<file path="src/rtl/kbd_scancode_decoder.sv">
// kbd_scancode_decoder
//
// Sits directly behind ps2_keyboard. It pops PS/2 set-2 scan bytes from the
// keyboard FIFO, folds E0/F0 prefixes into make/break events, and tracks the
// currently held key for display on the seven-segment driver.
//
// Ports:
//   clk            in   system clock, same domain as ps2_keyboard
//   resetn         in   synchronous active-low reset
//   kbd_data       in   [7:0] FIFO head byte
//   kbd_ready      in   FIFO non-empty
//   kbd_overflow   in   FIFO overflow flag
//   kbd_nextdata_n out  active-low pop strobe, low for one cycle per byte
//   key_code       out  [7:0] scan code of the last make event
//   key_ascii      out  [7:0] ASCII of key_code, 0x00 if unmapped/extended
//   key_ext        out  last make event carried an E0 prefix
//   key_pressed    out  a key is currently held
//   key_valid      out  one-cycle pulse per make event (repeats included)
//   press_count    out  [7:0] wrapping count of new presses
//   err_overflow   out  sticky copy of kbd_overflow
//
// Build option:
//   KBD_ASCII_EN   when defined, a scan-to-ASCII ROM drives key_ascii;
//                  otherwise key_ascii is tied to 0x00.

module kbd_scancode_decoder (
    input  logic       clk,
    input  logic       resetn,
    input  logic [7:0] kbd_data,
    input  logic       kbd_ready,
    input  logic       kbd_overflow,
    output logic       kbd_nextdata_n,
    output logic [7:0] key_code,
    output logic [7:0] key_ascii,
    output logic       key_ext,
    output logic       key_pressed,
    output logic       key_valid,
    output logic [7:0] press_count,
    output logic       err_overflow
);

    typedef enum logic [1:0] {
        S_IDLE   = 2'd0,
        S_POP    = 2'd1,
        S_SETTLE = 2'd2
    } state_t;

    state_t     state, state_next;

    logic [7:0] rx_byte, rx_byte_next;
    logic       brk_flag, brk_flag_next;
    logic       ext_flag, ext_flag_next;

    logic       nextdata_n_next;
    logic [7:0] key_code_next;
    logic       key_ext_next;
    logic       key_pressed_next;
    logic       key_valid_next;
    logic [7:0] press_count_next;
    logic       new_press;

    // State and all registered outputs. Every output comes straight from a
    // flop so there is no combinational path from the FIFO to the display.
    always_ff @(posedge clk) begin
        if (!resetn) begin
            state          <= S_IDLE;
            rx_byte        <= 8'h00;
            brk_flag       <= 1'b0;
            ext_flag       <= 1'b0;
            kbd_nextdata_n <= 1'b1;
            key_code       <= 8'h00;
            key_ext        <= 1'b0;
            key_pressed    <= 1'b0;
            key_valid      <= 1'b0;
            press_count    <= 8'h00;
            err_overflow   <= 1'b0;
        end else begin
            state          <= state_next;
            rx_byte        <= rx_byte_next;
            brk_flag       <= brk_flag_next;
            ext_flag       <= ext_flag_next;
            kbd_nextdata_n <= nextdata_n_next;
            key_code       <= key_code_next;
            key_ext        <= key_ext_next;
            key_pressed    <= key_pressed_next;
            key_valid      <= key_valid_next;
            press_count    <= press_count_next;
            err_overflow   <= err_overflow | kbd_overflow;
        end
    end

    // Next-state and decode. The SETTLE state gives the FIFO one cycle to
    // move its read pointer after the pop, so kbd_ready is never seen stale
    // and the pop strobe can never be low on two consecutive cycles.
    always_comb begin
        state_next       = state;
        rx_byte_next     = rx_byte;
        brk_flag_next    = brk_flag;
        ext_flag_next    = ext_flag;
        nextdata_n_next  = 1'b1;
        key_code_next    = key_code;
        key_ext_next     = key_ext;
        key_pressed_next = key_pressed;
        key_valid_next   = 1'b0;
        press_count_next = press_count;
        new_press        = 1'b0;

        case (state)
            S_IDLE: begin
                if (kbd_ready) begin
                    rx_byte_next    = kbd_data;
                    nextdata_n_next = 1'b0;
                    state_next      = S_POP;
                end
            end

            S_POP: begin
                state_next = S_SETTLE;
                if (rx_byte == 8'hF0) begin
                    brk_flag_next = 1'b1;
                end else if (rx_byte == 8'hE0) begin
                    ext_flag_next = 1'b1;
                end else if (brk_flag) begin
                    // A break only releases the key we think is held; a
                    // stale break from a replaced key is ignored.
                    if (rx_byte == key_code && ext_flag == key_ext)
                        key_pressed_next = 1'b0;
                    brk_flag_next = 1'b0;
                    ext_flag_next = 1'b0;
                end else begin
                    if (key_pressed && rx_byte == key_code && ext_flag == key_ext) begin
                        // Typematic repeat of the held key.
                        key_valid_next = 1'b1;
                    end else begin
                        new_press        = 1'b1;
                        key_code_next    = rx_byte;
                        key_ext_next     = ext_flag;
                        key_pressed_next = 1'b1;
                        key_valid_next   = 1'b1;
                        press_count_next = press_count + 8'd1;
                    end
                    brk_flag_next = 1'b0;
                    ext_flag_next = 1'b0;
                end
            end

            S_SETTLE: begin
                state_next = S_IDLE;
            end

            default: begin
                state_next = S_IDLE;
            end
        endcase
    end

`ifdef KBD_ASCII_EN
    // Set-2 scan code to ASCII. Extended (E0) codes never map.
    function automatic logic [7:0] scan_to_ascii(input logic [7:0] code,
                                                 input logic       ext);
        logic [7:0] a;
        a = 8'h00;
        if (!ext) begin
            case (code)
                8'h1C: a = 8'h61;  8'h32: a = 8'h62;  8'h21: a = 8'h63;
                8'h23: a = 8'h64;  8'h24: a = 8'h65;  8'h2B: a = 8'h66;
                8'h34: a = 8'h67;  8'h33: a = 8'h68;  8'h43: a = 8'h69;
                8'h3B: a = 8'h6A;  8'h42: a = 8'h6B;  8'h4B: a = 8'h6C;
                8'h3A: a = 8'h6D;  8'h31: a = 8'h6E;  8'h44: a = 8'h6F;
                8'h4D: a = 8'h70;  8'h15: a = 8'h71;  8'h2D: a = 8'h72;
                8'h1B: a = 8'h73;  8'h2C: a = 8'h74;  8'h3C: a = 8'h75;
                8'h2A: a = 8'h76;  8'h1D: a = 8'h77;  8'h22: a = 8'h78;
                8'h35: a = 8'h79;  8'h1A: a = 8'h7A;
                8'h45: a = 8'h30;  8'h16: a = 8'h31;  8'h1E: a = 8'h32;
                8'h26: a = 8'h33;  8'h25: a = 8'h34;  8'h2E: a = 8'h35;
                8'h36: a = 8'h36;  8'h3D: a = 8'h37;  8'h3E: a = 8'h38;
                8'h46: a = 8'h39;
                8'h29: a = 8'h20;  8'h5A: a = 8'h0D;
                default: a = 8'h00;
            endcase
        end
        return a;
    endfunction

    logic [7:0] ascii_q;

    // The ASCII value only changes together with key_code on a new press.
    always_ff @(posedge clk) begin
        if (!resetn)
            ascii_q <= 8'h00;
        else if (new_press)
            ascii_q <= scan_to_ascii(rx_byte, ext_flag);
    end

    assign key_ascii = ascii_q;
`else
    assign key_ascii = 8'h00;
`endif

endmodule

</file>
<file path="config.mk">
export PLATFORM = sky130hd
export DESIGN_NAME = kbd_scancode_decoder
export DESIGN_NICKNAME = d
export VERILOG_FILES = /design/src/rtl/kbd_scancode_decoder.sv
export SDC_FILE = /design/constraint.sdc
export NUM_CORES = 1
export LEC_CHECK = 0
export ABC_AREA = 0
export BUFFER_PORTS_ARGS = -buffer_cell sky130_fd_sc_hd__clkbuf_2
export CAP_MARGIN = 5
export CORE_ASPECT_RATIO = 0.75
export CORE_MARGIN = 3
export CORE_UTILIZATION = 54
export DETAILED_ROUTE_END_ITERATION = 12
export PLACE_DENSITY_LB_ADDON = 0.05
export SLEW_MARGIN = 20
export SYNTH_ARGS = -nofsm -noshare
export SYNTH_HDL_FRONTEND = slang
export SYNTH_SLANG_ARGS = --single-unit
</file>
<file path="constraint.sdc">
create_clock -name clk -period 4.45 [get_ports clk]
set_clock_uncertainty 0.15 [all_clocks]
set_input_delay 0.445 -clock clk [delete_from_list [all_inputs] [get_ports clk]]
set_output_delay 0.445 -clock clk [all_outputs]
set_load 0.005 [all_outputs]
</file>
# After elaboration in Yosys (flattened, before gate mapping)
# Cells that the tools add are included.
# Widths: inputs -> output; s select.
[classes]
bitwise_logic = 7
addsub = 1
eq_ne = 9
n_mux = 10
reduce_logical = 11
[ops]
columns = ["operator", "count"]
rows = [
  ["$eq 8x8->1 const B", 2],
  ["$reduce_and 5->1", 2],
  ["$add 8x1->8 const B", 1],
  ["$eq 8x8->1", 1],
  ["$mux 1", 8],
  ["$reduce_and 2->1", 4],
  ["$ne 2x2->1 const B", 3],
  ["$not 1->1", 6],
  ["$pmux 2 s2", 1],
  ["$reduce_or 4->1", 1],
  ["$logic_and 1x1->1", 3],
  ["$eq 2x1->1 const B", 1],
  ["$logic_not 2->1", 1],
  ["$mux 2", 1],
  ["$ne 2x1->1 const B", 1],
  ["$eq 1x1->1", 1],
  ["$or 1x1->1", 1],
]
[totals]
regBits = 33
input_bits = 12
word_cells = 49
output_inout_bits = 29

# Longest topological paths before layout
# Gate-level depths: netlist of run 1.
[logic_depth]
depth_word = 5
ltp_mapped = 7
depth_no_buf = 5

# Least setup slack after synthesis of run 1
# No wires, ideal clock.
[synth_timing]
path_type = "register to register"
startpoint = "register rx_byte[7]"
endpoint = "register press_count[7]"
n_path_buf = 0
setup_ns = 0.072
path_slack_ns = 2.679
required_time_ns = 4.228
arrival_time_ns = 1.549
synth_period_minus_slack_ns = 1.771
path_stages_with_launch = 6
cell_sequence = "dfxtp_1 -> nor3b_1 -> a311oi_2 -> o31ai_2 -> or4_1 -> a21oi_1"
[synth_between]
elab_chain_len = 5
word_cells_on_any_way = 9
cone_classes = "eq/ne (3); bitwise (3); reduce/logical (3)"
[synth_lines]
columns = ["item", "line_no", "rtl"]
rows = [
  ["start, declared", "50", "logic [7:0] rx_byte, rx_byte_next;"],
  ["start signal, assigned", "79", "rx_byte <= rx_byte_next;"],
  ["$eq 8x8->1", "131", "if (key_pressed && rx_byte == key_code && ext_flag == key_ext) begin"],
  ["$logic_and 1x1->1 (2 in a row)", "131", ""],
  ["$not 1->1 (no line)", "-", ""],
  ["$reduce_and 5->1 (no line) (*)", "-", ""],
  ["end signal, assigned", "87", "press_count <= press_count_next;"],
  ["end, declared", "38", "output logic [7:0] press_count,"],
]
# Every way passes the cells marked *; elsewhere a longest branch is shown, timed or not.
# A chain may end at the register's enable or synchronous reset.

# Worst setup path in the final report of run 1
[layout_timing]
startpoint = "register rx_byte[7]"
endpoint = "register press_count[4]"
# Same word-level chain as after synthesis.

==> metrics.yaml, run 1 <==
outcome: "finished clean"
end_kind: "register"
synthXorXnorAreaFrac: 0.0619
final_core_utilization: 0.691
period_minus_ws_final_ps: 2080
critPathLaunchType: "register"
io_buffers: 32
grt_start_max_net_pins: 34
worstPathArrival_ps: 2180
areaGrowthSynthToFinish_pct: 16.5
layout.area.seq_sq_um: 661
synth_compound_gate_area_share: 0.133
global_route_wire_length_before_repair_mm: 4.86
tritoncts: "built"
postSynthCellCount: 160
clock-sinks: 33
critical_path_class: "register to register"
count_of_state_elements_after_synthesis: 33
max_slew_margin: 0.622
htree_levels: 2
antenna-diode-count: 0
p_leak_nw: 0.676
global_route.usage.total: 0.196
ir_drop_mv: 0.198
dieHeight_um: 50.3
share_of_synthesized_cell_area_in_and_or_nand_and_nor_gates: 0.198
synthDistinctLibCells: 34
rsz0062_at_grt: "false"
main_combinational_cell_family_by_area_after_synthesis: "simple AND/OR/NAND/NOR gates"
clk_pin_slew_ps: 100
clock_tree.root_cell: "sky130_fd_sc_hd__clkbuf_4"
multiInputGateArea_sq_um: 677
timing.final.max_slew_violations: 0
syn-mean-instance-area_sq_um: 8.84
worst_slew_pin_slew_ps: 563
vias_per_cell: 5.17
routed_wirelength_mm: 2.98
overflow: 0
setup_viol: 0
timing_hold_violations_final: 0
fillers: 204
maxCapViolCount: 0
gp_routability_congestion: 0.808
cts-hold-fix-buffers: 0
synth.yosys.seq_area_share: 0.467
die_area_sq_um: 3270
clock_insertion_delay_worst_skew_ps: 330
via_count_of_the_first_global_routing_pass: 1088
first_pass_iters: 4
die_width_um: 65.1
path_max_fanout: 21
p_per_area_nw_per_um2: 348
hold_class: "input pin to register"
cts.repair_timing.setup_buffer_count: 0
synth_adder_area_share: 0.00885
floorplan.initialDensity: 0.593
cts_buffer_depth: 2
post-route-drc-count: 0
muxShareOfSynthArea: 0.0496
final_layout_size_suffix_gt1_frac: 0.227
fp-row-count: 15
syn-cell-area_sq_um: 1410
timing.setup.tns_ps: 0
period_share: 0.468
critPathRequiredTime_ps: 4550
grt_antenna_before_repair: 0
first_iter_violations: 45
resized_after_cts: 0
finish.net_count: 206
clock.fmax_ghz: 0.480
cts-buffers-inserted: 5
dp_hpwl_mm: 2.10
ios: 41
routedWlPerCell_um: 13.0
num_vias: 1178
ys.warnings.count: 0
drt.antenna.violating_nets: 0
design.core.area_sq_um: 2380
through the flow:
| step | setup slack (ps) | power (W) | instance area [sq um] | cells | hold WS [ps] |
|---|---|---|---|---|---|
| 3_5_place_dp | 2150 | 0.000389 | 1560 | 219 | 311 |
| 5_1_grt | 2260 | 0.000604 | 1650 | 228 | 182 |
| 2_1_floorplan | 2680 | 0.000373 | 1440 | 167 | 294 |
| 6_report | 2370 | 0.000573 | 1650 | 228 | 170 |
| 3_3_place_gp | 2240 | 0.000387 | 1560 | 219 | 296 |
| 4_1_cts | 2130 | 0.000578 | 1630 | 227 | 162 |
flip-flops by register name, indices dropped and copies added (netlist names):
name / flops
ext_flag: 1
rx_byte: 8
press_count: 8
kbd_nextdata_n: 1
key_ext: 1
key_valid: 1
state: 2
brk_flag: 1
err_overflow: 1
key_pressed: 1
key_code: 8
worst max-delay path: stages, from the launching register on:
cell and delay (ps):
sky130_fd_sc_hd__dfxtp_1 360, sky130_fd_sc_hd__nor3b_1 190, sky130_fd_sc_hd__a311oi_2 390, sky130_fd_sc_hd__o31ai_4 220
sky130_fd_sc_hd__buf_8 210, sky130_fd_sc_hd__or3_1 350, sky130_fd_sc_hd__a21oi_1 140
synth_stat cells, drive strengths merged:
cell type	instances	area (sq um)
dfxtp	33	661
nor2	16	60.1
inv	3	11.3
nor2b	1	6.26
a21oi	9	45.0
nand3	14	70.1
nor3b	2	15.0
and3	1	6.26
clkbuf	3	11.3
xnor2	9	78.8
conb	1	3.75
mux2i	7	70.1
nor3	1	5.00
nand4	2	12.5
or3	4	25.0
o21ai	13	65.1
or4	2	15.0
nand2b	1	6.26
o41a	1	11.3
o21a	1	7.51
a31o	1	8.76
clkinv	1	3.75
and2	1	6.26
a311oi	1	15.0
nand2	14	52.6
buf	12	85.1
o31ai	4	35.0
ha	1	12.5
xor2	1	8.76
path summary, 6_finish.rpt:
| path | slack, ps | depth (start not counted) | end | from |
|---|---|---|---|---|
| worst max register to register | 2370 | 6 | press_count[4] | rx_byte[7] |
| worst min-delay path | 170 | 3 | err_overflow | kbd_overflow |
| worst max-delay path | 2370 | 6 | press_count[4] | rx_byte[7] |
| worst min register to register | 320 | 2 | err_overflow | err_overflow |
power by group:
group | internal, W | total [W] | switching [W] | leakage, nW
Clock | 0.0000915 | 0.000189 | 0.0000973 | 0.0413
Sequential | 0.000307 | 0.000318 | 0.0000113 | 0.269
Combinational | 0.0000280 | 0.0000664 | 0.0000384 | 0.366
Total | 0.000426 | 0.000573 | 0.000147 | 0.676
cell type report:
class,count,share of cell area
flip-flops and latches,33,0.401
clock buffers,7,0.0395
clock inverters,1,0.00304
inverters,4,0.00911
well taps,34,0.0258
repair buffers,34,0.111
multi-input cells,115,0.411
logic make-up (layout without fill, tap and decap cells):
logic type               count (synthesis)  after routing
AO/OA/AOI/OAI                           30             30
XOR/XNOR                                10             10
adder cells (fa/ha/maj)                  1              1
buffers and inverters                   19             46
flip-flops                              33             33
multiplexers                             7              7
other                                    1              8
AND/OR/NAND/NOR                         59             59
metal layers:
| layer | up-vias | track usage | part of all wire |
|---|---|---|---|
| li1 | 600 | - | - |
| met5 | - | 0 | 0 |
| met4 | 0 | 0.0931 | 0.017 |
| met3 | 5 | 0.0604 | 0.065 |
| met2 | 39 | 0.302 | 0.46 |
| met1 | 534 | 0.251 | 0.46 |
cell usage in the layout (no fill, tap or decap), types with 3 or more instances in the layout:
cell	n
sky130_fd_sc_hd__a21oi_1	9
sky130_fd_sc_hd__clkbuf_2	32
sky130_fd_sc_hd__clkbuf_4	5
sky130_fd_sc_hd__conb_1	8
sky130_fd_sc_hd__dfxtp_1	33
sky130_fd_sc_hd__inv_1	3
sky130_fd_sc_hd__mux2i_1	7
sky130_fd_sc_hd__nand2_1	14
sky130_fd_sc_hd__nand3_1	14
sky130_fd_sc_hd__nor2_1	16
sky130_fd_sc_hd__o21ai_1	11
sky130_fd_sc_hd__o31ai_1	3
sky130_fd_sc_hd__or3_1	4
sky130_fd_sc_hd__xnor2_1	9
(Power assumes the default switching activity.)
==> run 2: changes to the inputs <==
- CORE_UTILIZATION: 54 -> 50
- clock period: 4.45 -> 2.2 ns (I/O delays scaled with it)
==> run 2 against run 1 <==
Compared with the run above:
- global-route usage decreased by 0.54 points
- non-clock buffer count is 6 higher
- maximum frequency is 0.98% lower
- via count rose by 1.9%
- first-iteration DRC count is 49% lower
- critical path type unchanged
- final area rose by 3.4%
- setup slack got worse by 2300 ps
- critical endpoint is now press_count[5]
- hold slack lost 150 ps
==> metrics.yaml, run 2 (same netlist as run 1, synthesis figures left out) <==
period_minus_ws_final_ps: 2100  # +20.6 ps
layout.cells.most_common: "sky130_fd_sc_hd__dfxtp_1"
timing_hold_violations_final: 0  # unchanged
final_design_area_excluding_fillers_sq_um: 1700  # +3.4%
worst_setup_path_startpoint: "rx_byte[6]"
post-route-drc-count: 0  # unchanged
largest_registers_ranked_by_flip_flop_count: "key_code: 8 flops, press_count: 8 flops, rx_byte: 8 flops"
timing.final.max_slew_violations: 0  # unchanged
gp_routability_congestion: 0.814  # +0.85%
final_core_utilization: 0.640  # -0.0513
period_share: 0.956  # +0.488
first_iter_violations: 23  # -49%
overflow: 0  # unchanged
post_dp_area_sq_um: 1620  # +3.5%
timing.setup.tns_ps: 0  # unchanged
grt_antenna_before_repair: 0  # unchanged
ios: 41  # unchanged
critPathLaunchType: "register"
path_max_fanout: 21  # unchanged
maxCapViolCount: 0  # unchanged
global_route_wire_length_before_repair_mm: 4.91  # +0.99%
outcome: "finished clean"
hold_class: "input pin to register"
htree_levels: 2  # unchanged
clock_tree.root_cell: "sky130_fd_sc_hd__clkbuf_8"
global_route.usage.total: 0.191  # -0.00537
ff2ff_path_depth: 6  # unchanged
floorplan.initialDensity: 0.531  # -0.0622
routedWlPerCell_um: 12.6  # -3.1%
first_pass_iters: 4  # unchanged
ir_drop_mv: 0.425  # +110%
cts-buffers-inserted: 5  # unchanged
fin_worst_hold_slack_ps: 20.5  # -149 ps
commonest_cells_after_routing_fill_and_taps_aside: "sky130_fd_sc_hd__dfxtp_1, sky130_fd_sc_hd__clkbuf_2, sky130_fd_sc_hd__nor2_1, sky130_fd_sc_hd__nand2_1, sky130_fd_sc_hd__nand3_1"
critical_path_class: "register to register"
instances_no_fill: 236  # +3.5%
vias_per_cell: 5.08  # -1.6%
critPathCapture: "press_count[5]"
areaGrowthSynthToFinish_pct: 20.5
clock_insertion_delay_worst_skew_ps: 280  # -50 ps
drt.antenna.violating_nets: 0  # unchanged
critPathRequiredTime_ps: 2260  # -2290 ps
finish.net_count: 212  # +2.9%
die_width_um: 67.4  # +3.6%
die_area_sq_um: 3510  # +7.1%
dieHeight_um: 52.1  # +3.4%
clk_pin_slew_ps: 70  # -30 ps
tritoncts: "built"
via_count_of_the_first_global_routing_pass: 1083  # -0.46%
reg2reg_slack_ps: 100  # -2270 ps
clock.fmax_ghz: 0.475  # -0.98%
antenna-diode-count: 0  # unchanged
cts_buffer_depth: 2  # unchanged
dp_hpwl_mm: 2.26  # +7.6%
fp-row-count: 16  # +1
io_buffers: 32  # unchanged
rsz0062_at_grt: "false"
final_layout_size_suffix_gt1_frac: 0.245  # +0.0182
dp.cells: 228  # +4.1%
worstPathArrival_ps: 2160  # -20 ps
r2r_end: "press_count[5]"
p_leak_nw: 0.707  # +4.5%
design.core.area_sq_um: 2660  # +12%
setup_viol: 0  # unchanged
grt_start_max_net_pins: 23  # -32%
regToRegStartpoint: "rx_byte[6]"
num_vias: 1200  # +1.9%
end_kind: "register"
routed_wirelength_mm: 2.99  # +0.34%
clock-sinks: 33  # unchanged
p_per_area_nw_per_um2: 711  # +100%
## run 2: cell count changes in the layout (fill, tap and decap cells not counted)
cell / change
sky130_fd_sc_hd__clkbuf_8: +3
sky130_fd_sc_hd__buf_6: +1
sky130_fd_sc_hd__clkinv_2: +1
sky130_fd_sc_hd__clkbuf_4: -5
sky130_fd_sc_hd__buf_4: +6
sky130_fd_sc_hd__buf_8: -1
sky130_fd_sc_hd__clkbuf_1: +1
## run 2: area by class of cell
class	count	area, sq um
Clock buffer	6	72.6
Tap cell	36	45.0
Inverter	4	15.0
Clock inverter	2	10.0
Timing Repair Buffer	40	224
Multi-Input combinational cell	115	677
Sequential cell	33	661
Fill cell	236	958
## run 2: worst min path at each step
stage                            start           end  slack, ps  cells past startpoint
after CTS                 kbd_overflow  err_overflow         20                      3
after floorplan           kbd_overflow  err_overflow        190                      2
after global routing       kbd_data[4]    rx_byte[4]         30                      3
final                     kbd_overflow  err_overflow         20                      3
after detailed placement  kbd_overflow  err_overflow        310                      3
after global placement    kbd_overflow  err_overflow        280                      3
## run 2: through the flow
step                worst slack, ps  total power (W)
CTS                            72.8          0.00122
global route                   22.3          0.00128
floorplan                       429         0.000755
global placement                158         0.000795
detailed placement             93.6         0.000799
finish                         96.8          0.00121
## run 2: critical path, stage by stage (launching register included)
cell and delay [ps]:
sky130_fd_sc_hd__dfxtp_1 340, sky130_fd_sc_hd__and2_1 200, sky130_fd_sc_hd__a311oi_2 390, sky130_fd_sc_hd__o31ai_4 130, sky130_fd_sc_hd__buf_6 180, sky130_fd_sc_hd__or4_1 500
sky130_fd_sc_hd__a21oi_1 150
## run 2: metal layers
| layer | track usage | part of all wire | vias up | wire, um |
|---|---|---|---|---|
| li1 | - | - | 620 | - |
| met1 | 0.257 | 0.48 | 539 | 1440 |
| met2 | 0.266 | 0.43 | 35 | 1290 |
| met3 | 0.0626 | 0.070 | 6 | 209 |
| met4 | 0.104 | 0.013 | 0 | 40 |
| met5 | 0 | 0 | - | 0 |
## run 2: where the power goes
part,internal (W),leakage (nW),switching (W),total [W]
Clock,0.000219,0.0450,0.000206,0.000425
Sequential,0.000621,0.269,0.0000213,0.000643
Combinational,0.0000637,0.393,0.0000803,0.000144
## run 2: repair_timing
item                                    4_1_cts  5_1_grt
setup buffers                                 0        0
gates resized for setup                       0        1
endpoints found under the setup margin        0        1
hold buffers                                  0        0
